[src/rtl/reg_result_checker_pkg.sv]
// Shared definitions for the register result checker.
//   - Default widths and sizes for the checker and its compare stage.
//   - state_e: checker FSM state encoding (3-bit, IDLE=0 .. DONE=4).
package reg_result_checker_pkg;

    localparam int DATA_WIDTH_DEF = 64;
    localparam int NUM_REGS_DEF   = 32;
    localparam int RUN_CYCLES_DEF = 50;

    typedef enum logic [2:0] {
        ST_IDLE  = 3'd0,
        ST_RUN   = 3'd1,
        ST_SCAN  = 3'd2,
        ST_DRAIN = 3'd3,
        ST_DONE  = 3'd4
    } state_e;

endpackage

[src/rtl/reg_result_checker_cmp_stage.sv]
// reg_cmp_stage: one-cycle compare/accumulate pipeline behind the scan.
// The address-issue strobe and index are delayed one cycle so they line up
// with the 1-cycle-latency register-file and ROM read data.
// Ports:
//   clk, rst        clock / asynchronous active-high reset
//   clear           synchronous clear of all results (entry to RUN)
//   issue           an address is being issued this cycle
//   issue_idx       index of the address being issued
//   rf_rdata        register value for the address issued last cycle
//   exp_data        expected value for the address issued last cycle
//   match_cnt       number of matching registers so far
//   match_cnt_next  value match_cnt takes at the next edge
//   mism_seen       at least one mismatch recorded
//   mism_idx        index of the first mismatching register
module reg_cmp_stage
    import reg_result_checker_pkg::*;
#(
    parameter int DATA_WIDTH = DATA_WIDTH_DEF,
    parameter int NUM_REGS   = NUM_REGS_DEF,
    localparam int AW        = $clog2(NUM_REGS),
    localparam int CW        = $clog2(NUM_REGS + 1)
) (
    input  logic                  clk,
    input  logic                  rst,
    input  logic                  clear,
    input  logic                  issue,
    input  logic [AW-1:0]         issue_idx,
    input  logic [DATA_WIDTH-1:0] rf_rdata,
    input  logic [DATA_WIDTH-1:0] exp_data,
    output logic [CW-1:0]         match_cnt,
    output logic [CW-1:0]         match_cnt_next,
    output logic                  mism_seen,
    output logic [AW-1:0]         mism_idx
);

    localparam logic [CW-1:0] CNT_FULL = CW'(NUM_REGS);

    logic          cmp_valid_q, cmp_valid_d;
    logic [AW-1:0] cmp_idx_q,   cmp_idx_d;
    logic [CW-1:0] match_cnt_q, match_cnt_d;
    logic          mism_seen_q, mism_seen_d;
    logic [AW-1:0] mism_idx_q,  mism_idx_d;

    always_comb begin
        cmp_valid_d = issue;
        cmp_idx_d   = issue_idx;
        match_cnt_d = match_cnt_q;
        mism_seen_d = mism_seen_q;
        mism_idx_d  = mism_idx_q;
        if (clear) begin
            match_cnt_d = '0;
            mism_seen_d = 1'b0;
            mism_idx_d  = '0;
        end else if (cmp_valid_q) begin
            if (rf_rdata == exp_data) begin
                // Saturate so the count can never wrap past NUM_REGS.
                if (match_cnt_q != CNT_FULL) begin
                    match_cnt_d = match_cnt_q + 1'b1;
                end
            end else if (!mism_seen_q) begin
                // Only the first mismatch is kept.
                mism_seen_d = 1'b1;
                mism_idx_d  = cmp_idx_q;
            end
        end
    end

    always_ff @(posedge clk or posedge rst) begin
        if (rst) begin
            cmp_valid_q <= 1'b0;
            cmp_idx_q   <= '0;
            match_cnt_q <= '0;
            mism_seen_q <= 1'b0;
            mism_idx_q  <= '0;
        end else begin
            cmp_valid_q <= cmp_valid_d;
            cmp_idx_q   <= cmp_idx_d;
            match_cnt_q <= match_cnt_d;
            mism_seen_q <= mism_seen_d;
            mism_idx_q  <= mism_idx_d;
        end
    end

    assign match_cnt      = match_cnt_q;
    assign match_cnt_next = match_cnt_d;
    assign mism_seen      = mism_seen_q;
    assign mism_idx       = mism_idx_q;

endmodule

[config.mk]
export PLATFORM = sky130hd
export DESIGN_NAME = reg_cmp_stage
export DESIGN_NICKNAME = d
export VERILOG_FILES = /design/src/rtl/reg_result_checker_pkg.sv /design/src/rtl/reg_result_checker_cmp_stage.sv
export SDC_FILE = /design/constraint.sdc
export NUM_CORES = 1
export LEC_CHECK = 0
export ABC_AREA = 1
export ABC_CLOCK_PERIOD_IN_PS = 2000
export CAP_MARGIN = 10
export CORE_MARGIN = 3
export CORE_UTILIZATION = 35
export DETAILED_ROUTE_END_ITERATION = 8
export HOLD_SLACK_MARGIN = 0.02
export PLACE_DENSITY = 0.8
export SLEW_MARGIN = 0
export SYNTH_ARGS = -nofsm -noshare
export SYNTH_HDL_FRONTEND = slang
export SYNTH_SLANG_ARGS = --single-unit
[constraint.sdc]
create_clock -name clk -period 2 [get_ports clk]
set_input_delay 0.4 -clock clk [delete_from_list [all_inputs] [get_ports clk]]
set_output_delay 0.4 -clock clk [all_outputs]
set_load 0.02 [all_outputs]
==> metrics, run 1 <==
outcome=finished, violations left; violated checks=negative setup slack; # rows=27; final hold violations=0; Setup Skew=0.00165 ns; Die W=83.5 µm; CP Max Fanout=4; CTS max path bufs=2; Num CTS Buffers=3; Largest stage delay, worst path=0.16 ns; Die ar.=0.00697 mm²; gpl congestion=0.822; critical path type=in -> out; share of the synthesized area in the top cell type=24.3%; Final Critical Period=2.27 ns; CTS Hold Bufs=0; post-route clock period utilization=113%; max_slew headroom=71.7%; Crit path max-delay family=simple AND/OR/NAND/NOR gates; port bufs=154; Initial Util=37.2%; drt via density=4.34; core area=0.00564 mm²; CTS root buf=clkbuf_8; CP bufs+invs=3; Worst Slack Setup Final=-0.267 ns; DRC errors left=0; clk sinks=18; post-DR wirelength/cell=11.8 µm; Worst VDD drop=502 µV; PwrDens=309 mW/mm²; grt met1 use=22.7%; htree depth=1; Cells after Synth=364; slowest CP cell=nor2_4; GR peak layer=met2; All-Layer GR Usage=19.7%; total congestion overflow=0; syn_area_per_cell=5.77 µm²; max-cap violation count=0; f_max=0.441 GHz; minimum hold slack=0.459 ns; vias in the first global route=2731; Clock Latency Late Sink=0.24 ns; total wire length=7.16 mm; CTS tree=yes; Layout area overhead=82.6%; # setup viols final=6; worst hold path type=in -> async; first-pass GRT wire length=11.6 mm; Fillers=528; crit path capture type=output pin; Final nets=677; Tightest Pin Transition=0.423 ns; crit-path cells=buf_2, xnor2_2, nand2_1, nor2_2, nand2_1, nor2_1, nand2_2, nor2_4, nand2_4, buf_6, o21ai_4, nor2_4, buf_6; largest net degree at the start of global routing=19; synth top area cells=nand2_1 (24%), dfrtp_1 (21%), xnor2_1 (15%); antenna violations before repair=0; TNS Setup=-1.27 ns; clock-pin slew on the worst setup and hold paths=0.06 ns; overall power=1.19 mW; Mapped Nets=503; Via Count=2637; Lkg Pwr=2.17 nW; CP Launch Type=primary input; layout cells sized above 1=43.7%; # IOs=155; Detailed Routing Iterations Pass 1=4; initial DRC count=26; YS warnings=0; M3 GR Usage=3.95%; Detail Route Antenna Nets=0; hpwl dp=5.91 mm; met2 Use GR=38.5%; max-slew violations=0; largest area contributor in the netlist=nand2_1; n_diodes=0; Synth Cell Area=0.00210 mm²; register area share after synthesis=21.4%; crit path DAT=1.87 ns; WP data required=1.60 ns; RSZ-0062 raised after global routing=true; chip height=83.5 µm; Distinct cells, synth=21; Yosys reg bits=18
## cell usage after synthesis (all sizes together)
cell type / number
nand3: 9
xor2: 13
a21oi: 2
o21a: 1
nand2: 138
nor3: 1
clkinv: 1
nor2: 57
nor3b: 1
dfrtp: 18
buf: 1
ha: 2
o21ai: 1
nand4: 9
xnor2: 37
inv: 73
## flip-flops by register name (all words and copies together), names as in the netlist
signal,count
cmp_idx_q,5
cmp_valid_q,1
mism_idx,5
mism_seen,1
match_cnt,6
## repair_timing
item / 4_1_cts / 5_1_grt
resized for setup: 541 / 110
pin swaps: 159 / 114
hold endpoints to repair: 0 / 0
setup buffers: 0 / 2
endpoints found under the setup margin: 6 / 6
## where the power goes
| group | switching, mW | leakage (nW) | internal [mW] |
|---|---|---|---|
| clock network | 0.106 | 0.0216 | 0.133 |
| logic | 0.238 | 1.92 | 0.321 |
| registers | 0.00909 | 0.234 | 0.377 |
## worst reg2reg max path: stages (launching register included)
cell	delay (ns)
dfrtp_1	0.41
inv_1	0.09
ha_1	0.20
nand3_1	0.21
nand4_4	0.17
buf_6	0.17
nor2_4	0.10
nor2_4	0.05
## cell families after synthesis
kind of cell / synth area share (%)
xor+xnor: 20.8
fa+ha+maj: 1.19
simple gates: 42.0
buf+inv: 13.5
flops: 21.4
compound gates: 1.07
## routing by layer
metal,up-vias,share of wire (%),wire length [µm]
li1,1402,-,-
met5,-,0,0
met2,82,55,3970
met1,1151,38,2760
met3,2,5.8,417
met4,0,0.24,17
## metrics by stage
| step | cell area (µm²) | worst slack (ns) | std cells | util, % |
|---|---|---|---|---|
| floorplan | 2100 | 0.0465 | 364 | - |
| global placement | 3830 | -1.07 | 603 | 67.9 |
| detailed placement | 3830 | -1.08 | 603 | 67.9 |
| CTS | 3440 | -0.264 | 606 | 61.1 |
| global route | 3840 | -0.385 | 608 | 68.0 |
| finish | 3840 | -0.267 | 608 | 68.0 |
## layout make-up
cell class	count	area, µm²	share of cell area (%)
well taps	72	90.1	2.35
multi-input cells	271	1660	43.3
flip-flops and latches	18	450	11.7
repair buffers	170	1310	34.2
inverters	74	278	7.24
clock buffers	3	41.3	1.08
## placed cells by master (no fill, tap or decap), drive strengths merged
master | Yosys | layout
buf | 1 | 145
nand2 | 138 | 138
inv | 73 | 73
nor2 | 57 | 57
xnor2 | 37 | 37
clkdlybuf4s50 | 0 | 20
dfrtp | 18 | 18
xor2 | 13 | 13
nand3 | 9 | 9
nand4 | 9 | 9
clkbuf | 0 | 8
a21oi | 2 | 2
ha | 2 | 2
clkinv | 1 | 1
nor3 | 1 | 1
o21a | 1 | 1
o21ai | 1 | 1
nor3b | 1 | 1
## worst paths after layout
kind                              start                end  slack, ns  cells past startpoint
min in group clk           cmp_idx_q[1]        mism_idx[1]       0.50                      2
max in group asynchronous           rst        mism_idx[0]       1.35                      3
min reg2reg                cmp_idx_q[1]        mism_idx[1]       0.50                      2
max reg2reg                match_cnt[0]       match_cnt[1]       0.50                      7
max                         exp_data[9]  match_cnt_next[4]      -0.27                     13
min                                 rst       match_cnt[5]       0.46                      3
Power figures use the tool's default switching activity.
==> inputs of run 2 (changes only) <==
Settings changed: CTS_CLUSTER_DIAMETER set to 200, SKIP_LAST_GASP set to 1.
==> metrics, run 2 (same netlist as run 1, synthesis figures left out) <==
outcome=finished, violations left; violated checks=negative setup slack; CTS Hold Bufs=0 (unchanged); minimum hold slack=0.456 ns (-0.00321 ns); Crit path max-delay family=simple AND/OR/NAND/NOR gates; Via Count=2669 (+1.2%); # IOs=155 (unchanged); htree depth=1 (unchanged); Lkg Pwr=2.19 nW (+0.69%); # setup viols final=6 (unchanged); most frequent cells in the layout=nand2_1 (122), buf_2 (77), inv_1 (55); post-route clock period utilization=113% (about the same); non-filler cells, final=610 (+0.33%); Layout area overhead=83.9%; RSZ-0062 raised after global routing=true; max_slew headroom=71.6% (-0.077 points); post-DR wirelength/cell=11.7 µm (-0.65%); antenna violations before repair=0 (unchanged); Tightest Pin Transition=0.424 ns (+0.00116 ns); Largest stage delay, worst path=0.17 ns (about the same); drt via density=4.38 (+0.88%); CP Max Fanout=4 (unchanged); Area after DPL=0.00383 mm² (unchanged); vias in the first global route=2715 (-0.59%); crit-path cells=buf_2, xnor2_2, nand2_1, nor2_2, nand2_1, nor2_1, nand2_2, nor2_4, nand2_4, buf_6, o21ai_4, nor2_4, buf_6; core area=0.00564 mm² (unchanged); Die ar.=0.00697 mm² (unchanged); Post-Place Worst Slack=-1.08 ns (unchanged); worst hold path type=in -> async; layout cells sized above 1=43.9% (+0.21 points); CP bufs+invs=3 (unchanged); final hold violations=0 (unchanged); Clock Latency Late Sink=0.24 ns (about the same); largest net degree at the start of global routing=19 (unchanged); Worst Slack Setup Final=-0.268 ns (-0.00147 ns); Largest register FFs=6 (unchanged); crit path DAT=1.87 ns (about the same); max-slew violations=0 (unchanged); crit path capture type=output pin; CTS root buf=clkbuf_8; hpwl dp=5.91 mm (unchanged); n_diodes=0 (unchanged); gpl congestion=0.822 (unchanged); CP Launch Type=primary input; port bufs=154 (unchanged); Initial Util=37.2% (unchanged); Final Critical Period=2.27 ns (+0.00147 ns); Num CTS Buffers=3 (unchanged); Worst VDD drop=501 µV (-0.12%); f_max=0.441 GHz (about the same); final instance area=0.00386 mm² (+0.72%); total wire length=7.14 mm (-0.32%); chip height=83.5 µm (unchanged); WP data required=1.60 ns (about the same); clk sinks=18 (unchanged); CTS max path bufs=2 (unchanged); Final nets=679 (+0.30%); clock-pin slew on the worst setup and hold paths=0.06 ns (about the same); Core Util, Final=68.5% (+0.49 points); total congestion overflow=0 (unchanged); All-Layer GR Usage=19.5% (-0.12 points); slowest CP cell=nor2_4; CTS tree=yes; Detail Route Antenna Nets=0 (unchanged); # rows=27 (unchanged); dpl cells=603 (unchanged); max-cap violation count=0 (unchanged); PwrDens=308 mW/mm² (-0.45%); first-pass GRT wire length=11.6 mm (-0.47%); initial DRC count=42 (+62%); commonest non-fill, non-tap cell in the layout=nand2_1; Die W=83.5 µm (unchanged); DRC errors left=0 (unchanged); critical path type=in -> out; Setup Skew=0.00131 ns (-0.000337 ns); Detailed Routing Iterations Pass 1=4 (unchanged)
==> run 2: changes by cell type in the layout (fill, tap and decap cells not counted), sizes merged <==
cell / before / now
clkbuf: 8 / 7
buf: 145 / 148
==> run 2: worst register-to-register path, cell delays in order, from the launching register on <==
cell and delay (ns):
dfrtp_1 0.42, inv_1 0.09, ha_1 0.18, nand3_1 0.21, nand4_4 0.16, buf_6 0.16
nor2_4 0.10, nor2_4 0.05, buf_4 0.12
==> run 2: stage by stage <==
| stage | TNS, ns | total power, mW |
|---|---|---|
| 2_1_floorplan | 0 | 0.609 |
| 3_3_place_gp | -7.63 | 0.946 |
| 3_5_place_dp | -8.10 | 0.961 |
| 4_1_cts | -1.32 | 1.10 |
| 5_1_grt | -2.01 | 1.27 |
| 6_report | -1.33 | 1.19 |
==> run 2: what timing repair did <==
action,4_1_cts,5_1_grt
pin swaps,159,116
setup buffers,0,4
gates resized for setup,539,114
setup endpoints to repair,6,6
==> run 2: worst paths after layout <==
path | from | to | slack, ns | cells past startpoint
worst max-delay path | exp_data[9] | match_cnt_next[4] | -0.27 | 13
worst min-delay path | rst | match_cnt[5] | 0.46 | 3
worst max register to register | match_cnt[1] | match_cnt[1] | 0.40 | 8
max in group asynchronous | rst | mism_idx[0] | 1.36 | 3
worst min register to register | cmp_idx_q[0] | mism_idx[0] | 0.50 | 2
min in group clk | cmp_idx_q[0] | mism_idx[0] | 0.50 | 2
==> run 2: power by group <==
group / total, mW / switching, mW / internal (mW)
logic: 0.562 / 0.238 / 0.323
registers: 0.386 / 0.00905 / 0.377
clock network: 0.240 / 0.107 / 0.133
==> run 2: final cells by class <==
cell class / instances / area [µm²]
Inverter: 74 / 278
Sequential cell: 18 / 450
Multi-Input combinational cell: 271 / 1660
Fill cell: 526 / 1780
Tap cell: 72 / 90.1
Clock buffer: 3 / 41.3
Timing Repair Buffer: 172 / 1340
==> run 2: layer usage <==
metal | vias to the layer above | share of wire (%) | track usage [%] | wire length (µm)
met5 | - | 0 | 0 | 0
li1 | 1405 | - | - | -
met1 | 1171 | 39 | 22.7 | 2760
met4 | 0 | 0.24 | 1.32 | 17
met3 | 2 | 6.0 | 3.85 | 427
met2 | 91 | 55 | 38.3 | 3930
==> inputs of run 3 (changes only) <==
Settings changed: GPL_ROUTABILITY_DRIVEN set to 0, SETUP_SLACK_MARGIN set to 0.15.
==> metrics, run 3 (same netlist as run 1, synthesis figures left out) <==
outcome=finished, violations left; violated checks=negative setup slack; most frequent cells in the layout=nand2_1 (128), buf_2 (102), inv_1 (63); # IOs=155 (unchanged); Worst VDD drop=427 µV (-15%); Via Count=2697 (+1.0%); max_slew headroom=73.7% (+2.1 points); CTS max path bufs=2 (unchanged); RSZ-0062 raised after global routing=true; Lkg Pwr=2.13 nW (-2.4%); TNS Setup=-1.02 ns (+0.313 ns); chip height=83.5 µm (unchanged); CTS Hold Bufs=0 (unchanged); post-route clock period utilization=111% (-2.9 points); critical path type=in -> out; max-slew violations=0 (unchanged); commonest non-fill, non-tap cell in the layout=nand2_1; Die ar.=0.00697 mm² (unchanged); Clock Latency Late Sink=0.26 ns (+0.02 ns); f_max=0.452 GHz (+2.6%); Layout area overhead=73.9%; DRC errors left=0 (unchanged); Largest register FFs=6 (unchanged); layout cells sized above 1=39.3% (-4.6 points); Die W=83.5 µm (unchanged); Detail Route Antenna Nets=0 (unchanged); hpwl dp=5.88 mm (-0.42%); htree depth=1 (unchanged); Initial Util=37.2% (unchanged); max-cap violation count=0 (unchanged); crit path capture type=output pin; CTS root buf=clkbuf_8; initial DRC count=58 (+38%); All-Layer GR Usage=19.1% (-0.47 points); clock-pin slew on the worst setup and hold paths=0.07 ns (about the same); CTS tree=yes; drt via density=4.39 (+0.39%); first-pass GRT wire length=11.1 mm (-3.9%); port bufs=154 (unchanged); # rows=27 (unchanged); final hold violations=0 (unchanged); CP Launch Type=primary input; CP Max Fanout=3 (-1); grt met1 use=22.0% (-0.73 points); # setup viols final=6 (unchanged); Setup Skew=0.00397 ns (+0.00266 ns); met2 Use GR=37.1% (-1.2 points); core area=0.00564 mm² (unchanged); GR peak layer=met2; WP data required=1.60 ns (about the same); Final Critical Period=2.21 ns (-0.0580 ns); largest net degree at the start of global routing=19 (unchanged); total congestion overflow=0 (unchanged); clk sinks=18 (unchanged); Final nets=682 (+0.44%); crit path DAT=1.81 ns (-0.06 ns); Detailed Routing Iterations Pass 1=4 (unchanged); Post-Place Worst Slack=-1.08 ns (+0.00496 ns); Worst Slack Setup Final=-0.210 ns (+0.0580 ns); overall power=1.19 mW (+0.50%); worst hold path type=in -> async; PwrDens=327 mW/mm² (+6.3%); M3 GR Usage=3.26% (-0.59 points); post-DR wirelength/cell=11.5 µm (-1.6%); n_diodes=0 (unchanged); vias in the first global route=2585 (-4.8%); antenna violations before repair=0 (unchanged); Tightest Pin Transition=0.393 ns (-0.0317 ns); total wire length=7.07 mm (-0.97%); Num CTS Buffers=3 (unchanged)
[run 3: worst max-delay path, stage by stage]
cell and delay, ns:
buf_6 0.07, inv_2 0.03, nand2_2 0.05, nand2_1 0.06, nor2_2 0.13, nand2_1 0.08, buf_4 0.13, nor2_1 0.07
nand2_1 0.09, nor2_4 0.14, nand4_4 0.12, buf_6 0.15, nor2_4 0.12, nor2_4 0.06, buf_6 0.12
[run 3: final timing paths]
kind,slack [ns],start,end,depth (start not counted)
max,-0.21,exp_data[11],match_cnt_next[1],15
min,0.46,rst,cmp_idx_q[1],3
max reg2reg,0.31,match_cnt[0],match_cnt[1],9
min reg2reg,0.50,cmp_idx_q[4],mism_idx[4],2
max in group asynchronous,1.35,rst,mism_seen,3
min in group clk,0.50,cmp_idx_q[4],mism_idx[4],2
[run 3: layout make-up]
cell class,count,area (µm²)
sequential,18,450
timing repair buffer,175,1220
inverter,74,278
fill,542,1990
clock buffer,4,55.1
tap,72,90.1
multi-input combinational,271,1560
[run 3: per-stage QoR]
| stage | std cells | hold WS [ns] | util [%] | cell area (µm²) |
|---|---|---|---|---|
| 2_1_floorplan | 364 | 0.339 | - | 2130 |
| 3_3_place_gp | 602 | 0.472 | 68.4 | 3860 |
| 3_5_place_dp | 602 | 0.484 | 68.4 | 3860 |
| 4_1_cts | 612 | 0.458 | 61.5 | 3470 |
| 5_1_grt | 614 | 0.484 | 64.7 | 3650 |
| 6_report | 614 | 0.455 | 64.7 | 3650 |
[run 3: power breakdown]
part	switching, mW	internal [mW]	total, mW
registers	0.00921	0.377	0.386
logic	0.227	0.280	0.506
clock network	0.126	0.175	0.302
total	0.362	0.832	1.19
[run 3: routing by layer]
layer | wire length [µm] | part of all wire [%] | vias to the layer above
li1 | - | - | 1411
met1 | 2710 | 38 | 1179
met2 | 3810 | 54 | 101
met3 | 492 | 7.0 | 6
met4 | 57 | 0.81 | 0
met5 | 0 | 0 | -
[run 3: timing repair]
action	CTS	global route
setup endpoints to repair	17	7
buffers inserted	6	2
cloned	0	0
pin swaps	121	45
gates resized for setup	546	49
